--- src/rtl/bus_wait_ctrl.sv ---
`default_nettype none
// ============================================================================
//  Module   : bus_wait_ctrl
//  Purpose  : 6502 bus-cycle sequencer: ROM/I/O wait states and SDRAM req/ack
//             stall. Optional SDRAM handshake timeout under BUS_TIMEOUT_EN.
//  Revision : 1.0 - initial release
// ============================================================================
module bus_wait_ctrl #(
  parameter int ROM_WS_DEFAULT = 1,
  parameter int IO_WS_DEFAULT  = 0,
  parameter int TIMEOUT_CYCLES = 255
) (
  input  logic       i_clk,
  input  logic       i_rst,
  input  logic       i_cpu_valid,
  input  logic       i_rom_cs,
  input  logic       i_io_cs,
  input  logic       i_sdram_cs,
  input  logic       i_sdram_ack,
  input  logic       i_cfg_we,
  input  logic [7:0] i_cfg_data,
  input  logic       i_timeout_clr,
  output logic       o_rdy,
  output logic       o_sdram_req,
  output logic       o_timeout,
  output logic [7:0] o_ws_cfg
);

  localparam logic [1:0] c_S_IDLE = 2'd0;
  localparam logic [1:0] c_S_WAIT = 2'd1;
  localparam logic [1:0] c_S_SREQ = 2'd2;

  localparam logic [7:0] c_CFG_RST = {4'(IO_WS_DEFAULT), 4'(ROM_WS_DEFAULT)};

  logic [1:0] r_state;
  logic [1:0] w_state_nxt;
  logic [3:0] r_cnt;
  logic [3:0] w_cnt_nxt;
  logic [7:0] r_ws_cfg;
  logic       r_sdram_req;
  logic       w_sdram_req_nxt;
  logic [3:0] w_ws_sel;
  logic       w_expire;

  // Wait count of the highest-priority selected target; SDRAM uses the handshake instead.
  always_comb begin
    w_ws_sel = 4'd0;
    if (i_sdram_cs)
      w_ws_sel = 4'd0;
    else if (i_rom_cs)
      w_ws_sel = r_ws_cfg[3:0];
    else if (i_io_cs)
      w_ws_sel = r_ws_cfg[7:4];
  end

  always_ff @(posedge i_clk) begin
    if (i_rst) begin
      r_state     <= c_S_IDLE;
      r_cnt       <= 4'd0;
      r_sdram_req <= 1'b0;
      r_ws_cfg    <= c_CFG_RST;
    end else begin
      r_state     <= w_state_nxt;
      r_cnt       <= w_cnt_nxt;
      r_sdram_req <= w_sdram_req_nxt;
      if (i_cfg_we)
        r_ws_cfg <= i_cfg_data;
    end
  end

  always_comb begin
    w_state_nxt     = r_state;
    w_cnt_nxt       = r_cnt;
    w_sdram_req_nxt = r_sdram_req;
    case (r_state)
      c_S_IDLE: begin
        if (i_cpu_valid) begin
          if (i_sdram_cs) begin
            w_state_nxt     = c_S_SREQ;
            w_sdram_req_nxt = 1'b1;
          end else if (w_ws_sel >= 4'd2) begin
            // The valid cycle already counts as the first wait state.
            w_state_nxt = c_S_WAIT;
            w_cnt_nxt   = w_ws_sel - 4'd1;
          end
        end
      end
      c_S_WAIT: begin
        w_cnt_nxt = r_cnt - 4'd1;
        if (r_cnt <= 4'd1)
          w_state_nxt = c_S_IDLE;
      end
      c_S_SREQ: begin
        if (i_sdram_ack || w_expire) begin
          w_state_nxt     = c_S_IDLE;
          w_sdram_req_nxt = 1'b0;
        end
      end
      default: begin
        w_state_nxt     = c_S_IDLE;
        w_sdram_req_nxt = 1'b0;
      end
    endcase
  end

  always_comb begin
    o_rdy = 1'b1;
    if (!i_rst) begin
      case (r_state)
        c_S_IDLE: o_rdy = !(i_cpu_valid && (i_sdram_cs || (w_ws_sel != 4'd0)));
        default:  o_rdy = 1'b0;
      endcase
    end
  end

  assign o_sdram_req = r_sdram_req;
  assign o_ws_cfg    = r_ws_cfg;

`ifdef BUS_TIMEOUT_EN
  localparam int c_TO_W = $clog2(TIMEOUT_CYCLES);
  localparam logic [c_TO_W-1:0] c_TO_LAST = c_TO_W'(TIMEOUT_CYCLES - 1);

  logic [c_TO_W-1:0] r_to_cnt;
  logic              r_timeout;

  // Counts completed SREQ cycles; an ack on the last allowed cycle still wins.
  assign w_expire = (r_state == c_S_SREQ) && (r_to_cnt == c_TO_LAST) && !i_sdram_ack;

  always_ff @(posedge i_clk) begin
    if (i_rst) begin
      r_to_cnt  <= '0;
      r_timeout <= 1'b0;
    end else begin
      if (r_state == c_S_SREQ)
        r_to_cnt <= r_to_cnt + 1'b1;
      else
        r_to_cnt <= '0;
      if (w_expire)
        r_timeout <= 1'b1;
      else if (i_timeout_clr)
        r_timeout <= 1'b0;
    end
  end

  assign o_timeout = r_timeout;
`else
  logic w_unused_to;
  assign w_unused_to = &{1'b0, i_timeout_clr, (TIMEOUT_CYCLES > 0)};
  assign w_expire    = 1'b0;
  assign o_timeout   = 1'b0;
`endif

endmodule
`default_nettype wire

--- config.mk ---
export PLATFORM = sky130hd
export DESIGN_NAME = bus_wait_ctrl
export DESIGN_NICKNAME = d
export VERILOG_FILES = /design/src/rtl/bus_wait_ctrl.sv
export SDC_FILE = /design/constraint.sdc
export NUM_CORES = 1
export LEC_CHECK = 0
export CAP_MARGIN = 20
export CORE_MARGIN = 10
export CORE_UTILIZATION = 45
export DETAILED_ROUTE_END_ITERATION = 7
export PLACE_DENSITY = 0.75
export SETUP_SLACK_MARGIN = 0.3
export SYNTH_ARGS = -nofsm -noshare
export SYNTH_HDL_FRONTEND = slang
export SYNTH_SLANG_ARGS = --single-unit
--- constraint.sdc ---
create_clock -name i_clk -period 2.3 [get_ports i_clk]
set_input_delay 0.345 -clock i_clk [delete_from_list [all_inputs] [get_ports i_clk]]
set_output_delay 0.345 -clock i_clk [all_outputs]
set_load 0.01 [all_outputs]
==> impl_metrics.env, run 1 <==
export IMPL_fin_cells=176
export IMPL_final_hold_violation_count=0
export IMPL_status="finished clean"
export IMPL_crit_slowest_cell="dfxtp_1"
export IMPL_wirelength_mm=2.35
export IMPL_max_freq_ghz=0.530
export IMPL_worstHoldStart="r_state[0]"
export IMPL_worst_slack_ns=0.415
export IMPL_max_cap_violations=0
export IMPL_slowest_delay_ns=0.37
export IMPL_grt_pass1_wl_mm=4.04
export IMPL_antenna_found_initial=0
export IMPL_num_antenna_cells=0
export IMPL_synth_top_area_share_pct=31.5
export IMPL_rsz0062_at_grt="no"
export IMPL_synth_common_cells="dfxtp_1, nor2_1, nand2_1"
export IMPL_synth_edff_count=0
export IMPL_hpwl_mm=1.79
export IMPL_numClockSinks=15
export IMPL_synthMostInstantiatedCell="dfxtp_1"
export IMPL_finalClockSkew_ns=0.00352
export IMPL_avgSynthCellArea_um2=8.67
export IMPL_dieArea_mm2=0.00436
export IMPL_nets=172
export IMPL_crit_fanout=3
export IMPL_core_area_mm2=0.00198
export IMPL_whs_ns=0.504
export IMPL_start_util_pct=48.1
export IMPL_crit_type="flop to primary output"
export IMPL_via_count=895
export IMPL_slew_viol_final=0
export IMPL_p_leak_nw=0.550
export IMPL_viasPerCell=5.09
export IMPL_clock_latency_ns=0.28
export IMPL_ys_seq_elements=15
export IMPL_place_gp_congestion=0.783
export IMPL_drt_initial_drc_count=18
export IMPL_cts_max_level=1
export IMPL_cp_num_buf_inv=3
export IMPL_synthFlopType="dfxtp_1"
export IMPL_period_share_pct=82.0
export IMPL_r2r_start="o_ws_cfg[0]"
export IMPL_ir_drop_uv=431
export IMPL_ant_nets=0
export IMPL_powerDensity_mw_per_mm2=456
export IMPL_syn_nets=132
export IMPL_syn2layout_area_growth_pct=44.1
export IMPL_rows=16
export IMPL_crit_family="flip-flops"
export IMPL_holdBufCountCts=0
export IMPL_cts_made_buffers=3
export IMPL_endpoint_kind="primary output"
export IMPL_cts_tree="yes"
export IMPL_drcViolationCount=0
export IMPL_die_w_um=66.0
export IMPL_cp_data_arrival_time_ns=1.54
export IMPL_setup_viol=0
export IMPL_grt_use_total_pct=11.6
export IMPL_drtPass1Iterations=2
export IMPL_ys_async_sr_fraction_pct=0
export IMPL_netlist_instances=110
export IMPL_yosys_top_cells_area="dfxtp_1, mux2i_1, ha_1"
export IMPL_cp_required_ns=1.96
export IMPL_clk_pin_slew_ns=0.09
export IMPL_grt_overflow_total=0
export IMPL_post_route_cells_drive_above_1_share_pct=26.8
export IMPL_synthesis_area_um2=953
export IMPL_utilization_pct=69.3
export IMPL_routedWlPerCell_um=13.4
export IMPL_synthDistinctLibCells=37
export IMPL_cp_cell_sequence="nand2_2 -> o22ai_4 -> inv_2 -> ha_1 -> inv_1 -> o41ai_2 -> a21o_1 -> buf_2"
export IMPL_io_pins=28
export IMPL_grt_pass1_vias=918
export IMPL_crit_path_start="o_ws_cfg[1]"
export IMPL_period_needed_ns=1.89
export IMPL_place_inst=169
export IMPL_yosys_area_top_type="dfxtp_1"
export IMPL_yosysWarnings=0
export IMPL_die_h_um=66.0
export IMPL_root_buffer="clkbuf_4"
export IMPL_port_buffers=25
export IMPL_ys_seq_area_share_pct=31.5
export IMPL_final_setup_tns_ns=0
export IMPL_grt_max_degree=17
export IMPL_start_kind="flop"
export IMPL_post_place_ws_ns=-0.460
export IMPL_min_path_type="flop to flop"
export IMPL_clockBufferDepth=2
-- through the flow --
stage / instance area [um2] / total power, mW
after global placement: 1300 / 0.468
after CTS: 1350 / 0.625
final: 1370 / 0.627
after detailed placement: 1300 / 0.472
after global routing: 1370 / 0.670
after floorplan: 953 / 0.392
-- where the power goes --
part	switching, mW	internal, mW
sequential	0.0126	0.276
combinational	0.0826	0.102
clock	0.0856	0.0674
total	0.181	0.446
-- placed cells by master, fill, tap and decap left out, types with 4 or more instances in the layout --
| cell type | count |
|---|---|
| buf_4 | 16 |
| ha_1 | 5 |
| a21oi_1 | 6 |
| inv_1 | 6 |
| mux2i_1 | 8 |
| o21ai_0 | 4 |
| nor2_1 | 13 |
| clkdlybuf4s50_1 | 21 |
| nand2_1 | 7 |
| dfxtp_1 | 14 |
-- worst paths after layout --
| path | slack [ns] | cells after the start | end |
|---|---|---|---|
| setup / recovery | 0.41 | 8 | o_rdy |
| hold / removal | 0.50 | 1 | r_state[1] |
| setup reg to reg | 0.42 | 11 | r_cnt[2] |
| hold reg to reg | 0.50 | 1 | r_state[1] |
-- what timing repair did --
action,4_1_cts,5_1_grt
endpoints found under the hold margin,0,0
pin swaps,4,4
setup buffers,0,3
gates resized for setup,18,4
endpoints found under the setup margin,6,2
-- registers in the layout (all words and copies together) (netlist names) --
name         flops
r_cnt            4
o_ws_cfg         8
o_sdram_req      1
r_state          2
-- worst register-to-register path, cell delays in order, from the launching register on --
cell and delay, ns:
dfxtp_1 0.36, nand2_1 0.08, a21oi_2 0.19, inv_2 0.05, buf_4 0.13, ha_1 0.17, inv_1 0.07, o221a_4 0.19
buf_4 0.12, a31oi_4 0.10, a221o_1 0.30, o21ai_0 0.07
-- cell type report --
cell class / count / area (um2)
inverters: 8 / 30.0
well taps: 27 / 33.8
flip-flops and latches: 15 / 302
clock buffers: 4 / 26.3
repair buffers: 41 / 354
fillers: 162 / 608
multi-input cells: 81 / 628
-- routing by layer --
metal  global-route usage, %  part of all wire, %
met2                    19.2                   51
met3                    5.25                  6.9
met4                    5.76                  1.8
met1                    12.1                   40
met5                       0                    0
-- cell families (layout without fill, tap and decap cells) --
family,after synthesis,after routing,synth area share [%]
and+or+nand+nor,38,38,20.2
AOI/OAI and AO/OA,26,26,23.8
other,1,1,0.393
muxes,8,8,8.40
xor gates and xnor gates,3,3,2.76
DFF,15,15,31.5
adders and majority gates,5,5,6.56
buffers and inverters,14,53,6.43
No activity file was read; power rests on OpenSTA's default activity.
==> run 2: changes to the inputs <==
==> constraint.sdc (replaced) <==
create_clock -name i_clk -period 1.78 [get_ports i_clk]
set_input_delay 0.267 -clock i_clk [delete_from_list [all_inputs] [get_ports i_clk]]
set_output_delay 0.267 -clock i_clk [all_outputs]
set_load 0.01 [all_outputs]
==> run 2 against run 1 <==
Net effect:
- the flow now finishes with violations (negative setup slack)
- clock-buffer cell count unchanged
- final cell count increased by 3.4%
- core utilization increased by 3.6 points
- final area increased by 5.2%
- combinational power increased by 37%
- worst hold slack improved by 0.012 ns
- critical path type unchanged
- sequential cell count unchanged
==> impl_metrics.env, run 2 (synthesis gave the netlist of run 1 again) <==
export IMPL_status="complete, but fails checks"
export IMPL_violations="negative setup slack"
export IMPL_grt_overflow_total=0
export IMPL_period_needed_ns=1.87
export IMPL_grtUsageMet1_pct=11.8
export IMPL_cts_max_level=1
export IMPL_layout_common_cells="buf_4, nor2_1, clkdlybuf4s50_1, dfxtp_1, dlygate4sd2_1"
export IMPL_post_route_cells_drive_above_1_share_pct=34.2
export IMPL_drtPass1Iterations=4
export IMPL_drcViolationCount=0
export IMPL_multi_input_area_um2=651
export IMPL_cp_required_ns=1.51
export IMPL_cp_endpoint="o_rdy"
export IMPL_cts_tree="yes"
export IMPL_post_place_ws_ns=-0.795
export IMPL_grt_use_met2_pct=20.4
export IMPL_root_buffer="clkbuf_4"
export IMPL_hpwl_mm=1.98
export IMPL_worst_slack_ns=-0.0901
export IMPL_syn2layout_area_growth_pct=51.6
export IMPL_crit_fanout=2
export IMPL_mostFrequentLayoutCell="buf_4"
export IMPL_period_share_pct=105
export IMPL_regArea_um2=305
export IMPL_setup_viol=4
export IMPL_rsz0062_at_grt="yes"
export IMPL_utilization_pct=72.9
export IMPL_die_h_um=66.0
export IMPL_wirelength_mm=2.55
export IMPL_ant_nets=0
export IMPL_nets=178
export IMPL_cp_data_arrival_time_ns=1.60
export IMPL_busiest_layer="met2"
export IMPL_clock_latency_ns=0.29
export IMPL_rrSetupSlack_ns=-0.07
export IMPL_slew_viol_final=0
export IMPL_r2r_start="o_ws_cfg[4]"
export IMPL_grt_pass1_wl_mm=4.08
export IMPL_p_leak_nw=0.614
export IMPL_max_cap_violations=0
export IMPL_use_met3_pct=5.25
export IMPL_rows=16
export IMPL_start_kind="flop"
export IMPL_powerDensity_mw_per_mm2=572
export IMPL_drt_initial_drc_count=58
export IMPL_port_buffers=25
export IMPL_final_setup_tns_ns=-0.229
export IMPL_dpl_cell_area_mm2=0.00139
export IMPL_worstReg2RegEnd="r_cnt[1]"
export IMPL_endpoint_kind="primary output"
export IMPL_fill_cells=144
export IMPL_cts_made_buffers=3
export IMPL_io_pins=28
export IMPL_numClockSinks=15
export IMPL_start_util_pct=48.1
export IMPL_min_path_type="flop to flop"
export IMPL_clockBufferDepth=2
export IMPL_antenna_found_initial=0
export IMPL_final_hold_violation_count=0
export IMPL_max_freq_ghz=0.535
export IMPL_place_gp_congestion=0.807
export IMPL_finalClockSkew_ns=0.00533
export IMPL_num_antenna_cells=0
export IMPL_largest_reg_flops=8
export IMPL_crit_path_start="o_ws_cfg[4]"
export IMPL_grt_pass1_vias=983
export IMPL_via_count=934
export IMPL_holdBufCountCts=0
export IMPL_ir_drop_uv=381
export IMPL_clk_pin_slew_ns=0.09
export IMPL_grt_max_degree=17
export IMPL_routedWlPerCell_um=14.0
export IMPL_viasPerCell=5.13
export IMPL_ff2ff_path_depth=10
export IMPL_crit_type="flop to primary output"
export IMPL_holdPathStages=1
export IMPL_die_w_um=66.0
export IMPL_p_total_uw=827
export IMPL_dieArea_mm2=0.00436
export IMPL_stdcell_area_mm2=0.00145
export IMPL_grt_use_total_pct=11.8
export IMPL_core_area_mm2=0.00198
## run 2: changes by cell type in the layout (fill, tap and decap cells not counted), moves of 2 or more
cell             change
buf_2                -2
buf_4                +5
clkdlybuf4s50_1      -9
dfxtp_1              -3
dfxtp_2              +3
dlygate4sd2_1        +9
ha_1                 -2
inv_1                -2
inv_2                +2
o22ai_1              +2
o22ai_2              -2
## run 2: final cells by class
type                            count  area share (%)
Clock buffer                        4            1.82
Inverter                            8            2.08
Multi-Input combinational cell     81            45.0
Sequential cell                    15            21.1
Tap cell                           27            2.34
Timing Repair Buffer               47            27.6
## run 2: repair_timing
item                       in CTS  in global routing
resized for setup              18                 11
pin swaps                       2                  5
setup endpoints to repair      14                  7
buffers inserted                0                  2
## run 2: stage by stage
| stage | cells | hold WS [ns] |
|---|---|---|
| finish | 182 | 0.516 |
| global route | 182 | 0.540 |
| CTS | 180 | 0.508 |
| detailed placement | 176 | 0.494 |
| global placement | 176 | 0.487 |
| floorplan | 110 | 0.385 |
## run 2: worst min-delay path by stage
stage                       start           to  slack (ns)
floorplan           i_cfg_data[0]  o_ws_cfg[0]        0.38
global placement       r_state[0]   r_state[1]        0.49
detailed placement     r_state[0]   r_state[1]        0.49
CTS                    r_state[0]   r_state[1]        0.51
global route           r_state[0]   r_state[1]        0.54
finish                 r_state[0]   r_state[1]        0.52
## run 2: critical path, cell delays in order, from the launching register on
cell      delay [ns]
dfxtp_2         0.34
nand3b_1        0.10
a21oi_2         0.08
inv_2           0.08
ha_4            0.13
inv_2           0.03
o41ai_2         0.31
a21o_1          0.14
buf_2           0.12
## run 2: layer usage
metal / vias up / wire (um)
met3: 5 / 167
met5: - / 0
met1: 432 / 1040
li1: 472 / -
met4: 0 / 43
met2: 25 / 1290
## run 2: power breakdown
group / switching, mW / leakage, nW / internal (mW)
sequential: 0.0164 / 0.124 / 0.358
clock: 0.113 / 0.0150 / 0.0872
combinational: 0.118 / 0.475 / 0.135
==> run 3: changes to the inputs <==
--- a/config.mk
+++ b/config.mk
@@ -9,6 +9,7 @@
 export CORE_MARGIN = 10
 export CORE_UTILIZATION = 45
 export DETAILED_ROUTE_END_ITERATION = 7
+export HOLD_SLACK_MARGIN = 0.1
 export PLACE_DENSITY = 0.75
 export SETUP_SLACK_MARGIN = 0.3
 export SYNTH_ARGS = -nofsm -noshare
==> results of run 3 <==
The final DEF is identical to that of run 2; final timing and power are the same.
